File: src/rtl/exp_neg_seq_pkg.sv
// Shared types and constant helpers for the e^-x evaluator.
// Holds the FSM encoding and the Q-format reciprocal table generator.
package exp_pkg;

    typedef enum logic [2:0] {
        IDLE,
        HORNER,
        SQUARE,
        FIN,
        DONE
    } state_t;

    localparam int MAX_TERMS = 15;

    function automatic logic [63:0] one(input int frac);
        return 64'd1 << frac;
    endfunction

    // round(2^frac / k)
    function automatic logic [63:0] recip(input int k, input int frac);
        return (one(frac) + 64'(k / 2)) / 64'(k);
    endfunction

endpackage

File: src/rtl/exp_neg_seq_if.sv
// Operand/result valid-ready bundle for exp_neg_seq.
// slave is the evaluator side, master the producer/consumer side.
interface exp_neg_seq_if #(
    parameter int DATA_WIDTH = 32
);
    logic signed [DATA_WIDTH-1:0] x_i;
    logic                         in_valid_i;
    logic                         in_ready_o;
    logic signed [DATA_WIDTH-1:0] y_o;
    logic                         sat_o;
    logic                         out_valid_o;
    logic                         out_ready_i;

    modport slave (
        input  x_i, in_valid_i, out_ready_i,
        output in_ready_o, y_o, sat_o, out_valid_o
    );

    modport master (
        output x_i, in_valid_i, out_ready_i,
        input  in_ready_o, y_o, sat_o, out_valid_o
    );
endinterface

File: src/rtl/exp_neg_seq_fx_mul.sv
// Signed Q-format multiply: full-width product, arithmetic shift by
// FRAC_BITS (floor), low DATA_WIDTH bits kept.
module fx_mul #(
    parameter int DATA_WIDTH = 32,
    parameter int FRAC_BITS  = 16
) (
    input  logic signed [DATA_WIDTH-1:0] i_a,
    input  logic signed [DATA_WIDTH-1:0] i_b,
    output logic signed [DATA_WIDTH-1:0] o_p
);
    localparam int PW = 2 * DATA_WIDTH;

    logic signed [PW-1:0] w_prod;
    logic                 w_unused;

    assign w_prod   = PW'(i_a) * PW'(i_b);
    assign o_p      = w_prod[FRAC_BITS +: DATA_WIDTH];
    assign w_unused = ^w_prod;
endmodule

File: src/rtl/exp_neg_seq.sv
// Sequential e^-x: Horner Taylor series on x/2^SQ_STEPS, then
// SQ_STEPS squarings; one operand in flight, valid/ready both sides.
module exp_neg_seq
    import exp_pkg::*;
#(
    parameter int                    DATA_WIDTH = 32,
    parameter int                    FRAC_BITS  = 16,
    parameter int                    TERMS      = 10,
    parameter int                    SQ_STEPS   = 2,
    parameter logic [DATA_WIDTH-1:0] X_MAX      = DATA_WIDTH'(32'h0008_0000)
) (
    input logic          clk_i,
    input logic          rst_ni,
    exp_neg_seq_if.slave bus
);
    if (TERMS < 1 || TERMS > MAX_TERMS) begin : g_bad_terms
        $error("exp_neg_seq: TERMS out of range");
    end
    if (SQ_STEPS < 0 || SQ_STEPS > 4) begin : g_bad_sq
        $error("exp_neg_seq: SQ_STEPS out of range");
    end
    if (FRAC_BITS >= DATA_WIDTH - 1) begin : g_bad_frac
        $error("exp_neg_seq: FRAC_BITS too large");
    end

    localparam logic signed [DATA_WIDTH-1:0] ONE = DATA_WIDTH'(one(FRAC_BITS));

    state_t                       r_state;
    logic signed [DATA_WIDTH-1:0] r_r;
    logic signed [DATA_WIDTH-1:0] r_acc;
    logic        [3:0]            r_k;
    logic        [2:0]            r_sq;
    logic signed [DATA_WIDTH-1:0] r_y;
    logic                         r_sat;
    logic                         r_out_valid;
    logic                         r_in_ready;

    logic        [DATA_WIDTH-1:0] w_recip [MAX_TERMS+1];
    logic signed [DATA_WIDTH-1:0] w_a;
    logic signed [DATA_WIDTH-1:0] w_p1;
    logic signed [DATA_WIDTH-1:0] w_p2;

    for (genvar g = 0; g <= MAX_TERMS; g++) begin : g_recip
        if (g == 0) begin : g_zero
            assign w_recip[g] = '0;
        end else begin : g_val
            assign w_recip[g] = DATA_WIDTH'(recip(g, FRAC_BITS));
        end
    end

    // First multiplier serves r*acc in HORNER and acc*acc in SQUARE
    assign w_a = (r_state == SQUARE) ? r_acc : r_r;

    fx_mul #(.DATA_WIDTH(DATA_WIDTH), .FRAC_BITS(FRAC_BITS)) u_mul_a (
        .i_a (w_a),
        .i_b (r_acc),
        .o_p (w_p1)
    );

    fx_mul #(.DATA_WIDTH(DATA_WIDTH), .FRAC_BITS(FRAC_BITS)) u_mul_b (
        .i_a (w_p1),
        .i_b (w_recip[r_k]),
        .o_p (w_p2)
    );

    always_ff @(posedge clk_i or negedge rst_ni) begin
        if (!rst_ni) begin
            r_state     <= IDLE;
            r_r         <= '0;
            r_acc       <= '0;
            r_k         <= '0;
            r_sq        <= '0;
            r_y         <= '0;
            r_sat       <= 1'b0;
            r_out_valid <= 1'b0;
            r_in_ready  <= 1'b0;
        end else begin
            case (r_state)
                IDLE: begin
                    if (r_in_ready && bus.in_valid_i) begin
                        r_in_ready <= 1'b0;
                        if (bus.x_i[DATA_WIDTH-1]) begin
                            r_y         <= ONE;
                            r_sat       <= 1'b1;
                            r_out_valid <= 1'b1;
                            r_state     <= DONE;
                        end else if (bus.x_i > $signed(X_MAX)) begin
                            r_y         <= '0;
                            r_sat       <= 1'b1;
                            r_out_valid <= 1'b1;
                            r_state     <= DONE;
                        end else begin
                            r_r     <= bus.x_i >>> SQ_STEPS;
                            r_acc   <= ONE;
                            r_k     <= 4'(TERMS);
                            r_sat   <= 1'b0;
                            r_state <= HORNER;
                        end
                    end else begin
                        r_in_ready <= 1'b1;
                    end
                end
                HORNER: begin
                    r_acc <= ONE - w_p2;
                    r_k   <= r_k - 4'd1;
                    if (r_k == 4'd1) begin
                        r_sq    <= 3'(SQ_STEPS);
                        r_state <= (SQ_STEPS > 0) ? SQUARE : FIN;
                    end
                end
                SQUARE: begin
                    r_acc <= w_p1;
                    r_sq  <= r_sq - 3'd1;
                    if (r_sq == 3'd1) begin
                        r_state <= FIN;
                    end
                end
                FIN: begin
                    if (r_acc < 0) begin
                        r_y   <= '0;
                        r_sat <= 1'b1;
                    end else if (r_acc > ONE) begin
                        r_y   <= ONE;
                        r_sat <= 1'b1;
                    end else begin
                        r_y <= r_acc;
                    end
                    r_out_valid <= 1'b1;
                    r_state     <= DONE;
                end
                DONE: begin
                    if (bus.out_ready_i) begin
                        r_out_valid <= 1'b0;
                        r_in_ready  <= 1'b1;
                        r_state     <= IDLE;
                    end
                end
                default: begin
                    r_state <= IDLE;
                end
            endcase
        end
    end

    assign bus.in_ready_o  = r_in_ready;
    assign bus.out_valid_o = r_out_valid;
    assign bus.y_o         = r_y;
    assign bus.sat_o       = r_sat;
endmodule

File: src/flat_wrapper.sv
// flat-port wrapper written by rule: the top's interface ports become plain ports
module exp_neg_seq_flat import exp_pkg::*;
#(
    parameter int                    DATA_WIDTH = 32,
    parameter int                    FRAC_BITS  = 16,
    parameter int                    TERMS      = 10,
    parameter int                    SQ_STEPS   = 2,
    parameter logic [DATA_WIDTH-1:0] X_MAX      = DATA_WIDTH'(32'h0008_0000)
)
  (clk_i, rst_ni, bus_x_i, bus_in_valid_i, bus_out_ready_i, bus_in_ready_o, bus_y_o, bus_sat_o, bus_out_valid_o);
  exp_neg_seq_if #(.DATA_WIDTH(DATA_WIDTH)) bus_i ();
  input logic clk_i;
  input logic rst_ni;
  input wire logic [$bits(bus_i.x_i)-1:0] bus_x_i;
  input wire logic [$bits(bus_i.in_valid_i)-1:0] bus_in_valid_i;
  input wire logic [$bits(bus_i.out_ready_i)-1:0] bus_out_ready_i;
  output wire logic [$bits(bus_i.in_ready_o)-1:0] bus_in_ready_o;
  output wire logic [$bits(bus_i.y_o)-1:0] bus_y_o;
  output wire logic [$bits(bus_i.sat_o)-1:0] bus_sat_o;
  output wire logic [$bits(bus_i.out_valid_o)-1:0] bus_out_valid_o;
  assign bus_i.x_i = bus_x_i;
  assign bus_i.in_valid_i = bus_in_valid_i;
  assign bus_i.out_ready_i = bus_out_ready_i;
  assign bus_in_ready_o = bus_i.in_ready_o;
  assign bus_y_o = bus_i.y_o;
  assign bus_sat_o = bus_i.sat_o;
  assign bus_out_valid_o = bus_i.out_valid_o;
  exp_neg_seq #(.DATA_WIDTH(DATA_WIDTH), .FRAC_BITS(FRAC_BITS), .TERMS(TERMS), .SQ_STEPS(SQ_STEPS), .X_MAX(X_MAX)) u_core (.clk_i(clk_i), .rst_ni(rst_ni), .bus(bus_i));
endmodule
File: config.mk
export PLATFORM = sky130hd
export DESIGN_NAME = exp_neg_seq_flat
export DESIGN_NICKNAME = d
export VERILOG_FILES = /design/src/rtl/exp_neg_seq_pkg.sv /design/src/rtl/exp_neg_seq_if.sv /design/src/rtl/exp_neg_seq_fx_mul.sv /design/src/rtl/exp_neg_seq.sv /design/src/flat_wrapper.sv
export SDC_FILE = /design/constraint.sdc
export NUM_CORES = 2
export LEC_CHECK = 0
export BUFFER_PORTS_ARGS = -buffer_cell sky130_fd_sc_hd__buf_4
export CAP_MARGIN = 10
export CORE_UTILIZATION = 30
export DETAILED_ROUTE_END_ITERATION = 10
export MAX_ROUTING_LAYER = met4
export PLACE_DENSITY = 0.45
export SYNTH_ARGS = -nofsm -noshare
export SYNTH_HDL_FRONTEND = slang
export SYNTH_SLANG_ARGS = --single-unit
File: constraint.sdc
create_clock -name clk_i -period 18.8 [get_ports clk_i]
set_input_delay 3.76 -clock clk_i [delete_from_list [all_inputs] [get_ports clk_i]]
set_output_delay 3.76 -clock clk_i [all_outputs]
set_load 0.01 [all_outputs]
==> flow_metrics.py <==
metrics = {
    "cts": {
        "hold_buffers": 0,
        "clock_latency_ns": 0.39,
        "cts_made_buffers": 9,
        "htreeDepth": 3,
        "cts.clk_slew.worst_paths_ns": 0.09,
        "clock_path_buffers": 2,
        "cts_sinks": 105,
        "clock-root-buffer": "clkbuf_16",
        "cts_tree": "yes",
    },
    "setup_path": {
        "crit_required_ns": 19.08,
        "arrival_ns": 18.12,
        "crit_top_cell": "fa_1",
        "start_kind": "flop",
        "end_kind": "flop",
        "critPathKind": "flop to flop",
        "crit_path_top_delay_cell": "or3b_2",
        "path_max_fanout": 13,
        "cpPeakStageDelay_ns": 0.68,
    },
    "synth": {
        "avgSynthCellArea_um2": 9.05,
        "synth_xor_area_share_pct": 2.54,
        "yosys.area_share.simple_pct": 16.7,
        "yosysSeqAreaShare_pct": 4.91,
        "synth_top_family_by_area": "adder cells",
        "ys.flop_type": "dfrtp_1",
        "muxShareOfSynthArea_pct": 0.513,
        "synth_warnings": 0,
        "yosysUniqueCellTypes": 85,
        "async_reset_ff_share_pct": 100,
        "synth_nets": 7650,
        "yosys_register_bits": 105,
        "synth-compound-area-share_pct": 5.26,
        "syn_area_mm2": 0.0535,
        "synth_edf_count": 0,
        "postSynthCellCount": 5911,
        "synthAdderAreaFrac_pct": 58.7,
    },
    "finish": {
        "layout_common_cells": "fa_1 (1340), inv_1 (1302), nand2_1 (725)",
        "layout_commonest_cell": "fa_1",
        "drive_above_1_share_pct": 6.16,
        "fillers": 18726,
        "final_nets": 7599,
        "area_delta_synth_final_pct": 7.94,
    },
    "global_routing": {
        "grt_pass1_vias": 43273,
        "grt_max_degree": 70,
        "grt.total_usage_pct": 21.0,
        "antenna_found_initial": 4,
        "grt_pass1_wl_um": 279000,
        "grt_overflow": 0,
    },
    "placement": {
        "hpwlAfterDp_um": 147000,
        "io_buffers": 69,
        "gp_congestion": 0.898,
    },
    "timing": {
        "setup_viol": 0,
        "clock_skew_ns": 0.0114,
        "fin_crit_sh_pct": 94.9,
        "hold_viol_final": 0,
        "max-slew-margin-rel_pct": 15.6,
        "layout_min_cycle_time_ns": 17.84,
        "finalMaxSlewViolations": 0,
        "worstMarginPinSlew_ns": 1.27,
        "fin_setup_tns_ns": 0,
        "fmax_ghz": 0.0561,
        "rsz0062_at_grt": "no",
    },
    "floorplanning": {
        "core_area_mm2": 0.176,
        "start_util_pct": 30.3,
        "die-height_um": 424,
        "design.portCount": 71,
        "die_w_um": 424,
        "placementRows": 154,
        "die-area_mm2": 0.180,
    },
    "drt": {
        "drt_iter0_drc": 2700,
        "viasPerCell": 4.82,
        "totalWireLength_um": 178000,
        "drc": 0,
        "wl_per_cell_um": 21.7,
        "first_pass_iters": 6,
        "ant_nets": 0,
        "vias": 39541,
    },
    "job": {
        "cap_violations": 0,
    },
    "outcome": {
        "status": "finished, final reports clean",
    },
    "worst_hold_path": {
        "hold_class": "flop to flop",
    },
}
==> cells by family (layout without fill, tap and decap cells) <==
group | Yosys count | after routing
simple gates | 1898 | 1899
fa+ha+maj | 1703 | 1703
buf+inv | 1615 | 1568
compound gates | 409 | 409
xor+xnor | 155 | 155
flops | 105 | 105
mux | 25 | 25
other cells | 1 | 2
==> per-stage QoR <==
stage,setup WS (ns),utilization (%),std cells,instance area [um^2],hold slack (ns)
floorplan,1.83,-,5911,53500,0.448
global placement,0.364,32.4,8186,57200,0.469
detailed placement,0.0938,32.4,8186,57200,0.472
CTS,0.0382,32.6,8202,57500,0.492
global route,0.0364,32.7,8205,57700,0.510
finish,0.963,32.7,8206,57700,0.491
==> routing by layer <==
| layer | track usage [%] | vias to the layer above | wire length (um) |
|---|---|---|---|
| li1 | - | 17289 | - |
| met1 | 30.9 | 21010 | 84400 |
| met2 | 32.3 | 1144 | 81100 |
| met3 | 2.06 | 98 | 10800 |
| met4 | 2.31 | 0 | 2120 |
| met5 | - | - | 0 |
==> registers in the layout, indices dropped and copies added (netlist names), 3 cells and up <==
name,cells
u_core.r_sq,3
u_core.r_r,29
u_core.bus.y_o,31
u_core.r_state,3
u_core.r_k,4
u_core.r_acc,32
==> final timing paths <==
kind,cells after the start,endpoint,slack (ns),start
worst max-delay path,59,u_core.r_acc[20]$_DFFE_PN0P_,0.96,u_core.r_state[0]$_DFFE_PN0P_
worst min register to register,1,u_core.r_r[28]$_DFFE_PN0P_,0.49,u_core.r_r[28]$_DFFE_PN0P_
worst min-delay path,1,u_core.r_r[28]$_DFFE_PN0P_,0.49,u_core.r_r[28]$_DFFE_PN0P_
max in group asynchronous,2,u_core.r_state[0]$_DFFE_PN0P_,14.02,rst_ni
min in group asynchronous,1,u_core.bus.y_o[7]$_DFFE_PN0P_,3.36,rst_ni
worst max register to register,59,u_core.r_acc[20]$_DFFE_PN0P_,0.96,u_core.r_state[0]$_DFFE_PN0P_
==> worst max-delay path: cells and delay by family (launching register included) <==
kind | cells | cell delay (ns)
DFF | 1 | 0.52
adders and majority gates | 18 | 7.80
and+or+nand+nor | 11 | 3.10
AOI/OAI and AO/OA | 17 | 4.77
buffers and inverters | 11 | 1.03
xor gates and xnor gates | 2 | 0.49
==> synth_stat cells (19+ instances only) <==
master / instances / area share (%)
nand2_1: 739 / 5.2
nand3_1: 22 / 0.21
mux2_2: 19 / 0.40
nor2_1: 442 / 3.1
nand4_1: 29 / 0.34
xnor2_1: 116 / 1.9
inv_1: 1302 / 9.1
ha_1: 363 / 8.5
xor2_1: 39 / 0.64
a21o_1: 32 / 0.45
o21bai_1: 22 / 0.31
a22o_1: 20 / 0.33
and2_1: 495 / 5.8
clkbuf_1: 294 / 2.1
o21ai_0: 70 / 0.66
fa_1: 1340 / 50
dfrtp_1: 105 / 4.9
a21oi_1: 99 / 0.93
o21a_1: 21 / 0.29
nand2b_1: 40 / 0.47
and3_1: 26 / 0.30
==> what timing repair did <==
action,CTS,global route
setup buffers,0,1
resized for setup,0,36
setup endpoints to repair,0,21
==> area by class of cell <==
cell class	count	area (um^2)	share of cell area, %
diodes	1	2.50	0.00434
clock buffers	9	225	0.390
flip-flops and latches	105	2630	4.56
well taps	2340	2930	5.07
inverters	1303	4890	8.47
repair buffers	249	1920	3.32
clock inverters	7	115	0.199
multi-input cells	4192	45000	78.0
Power is not shown: default switching activity piles up to over one toggle a cycle in this logic, so the estimate is an artifact.
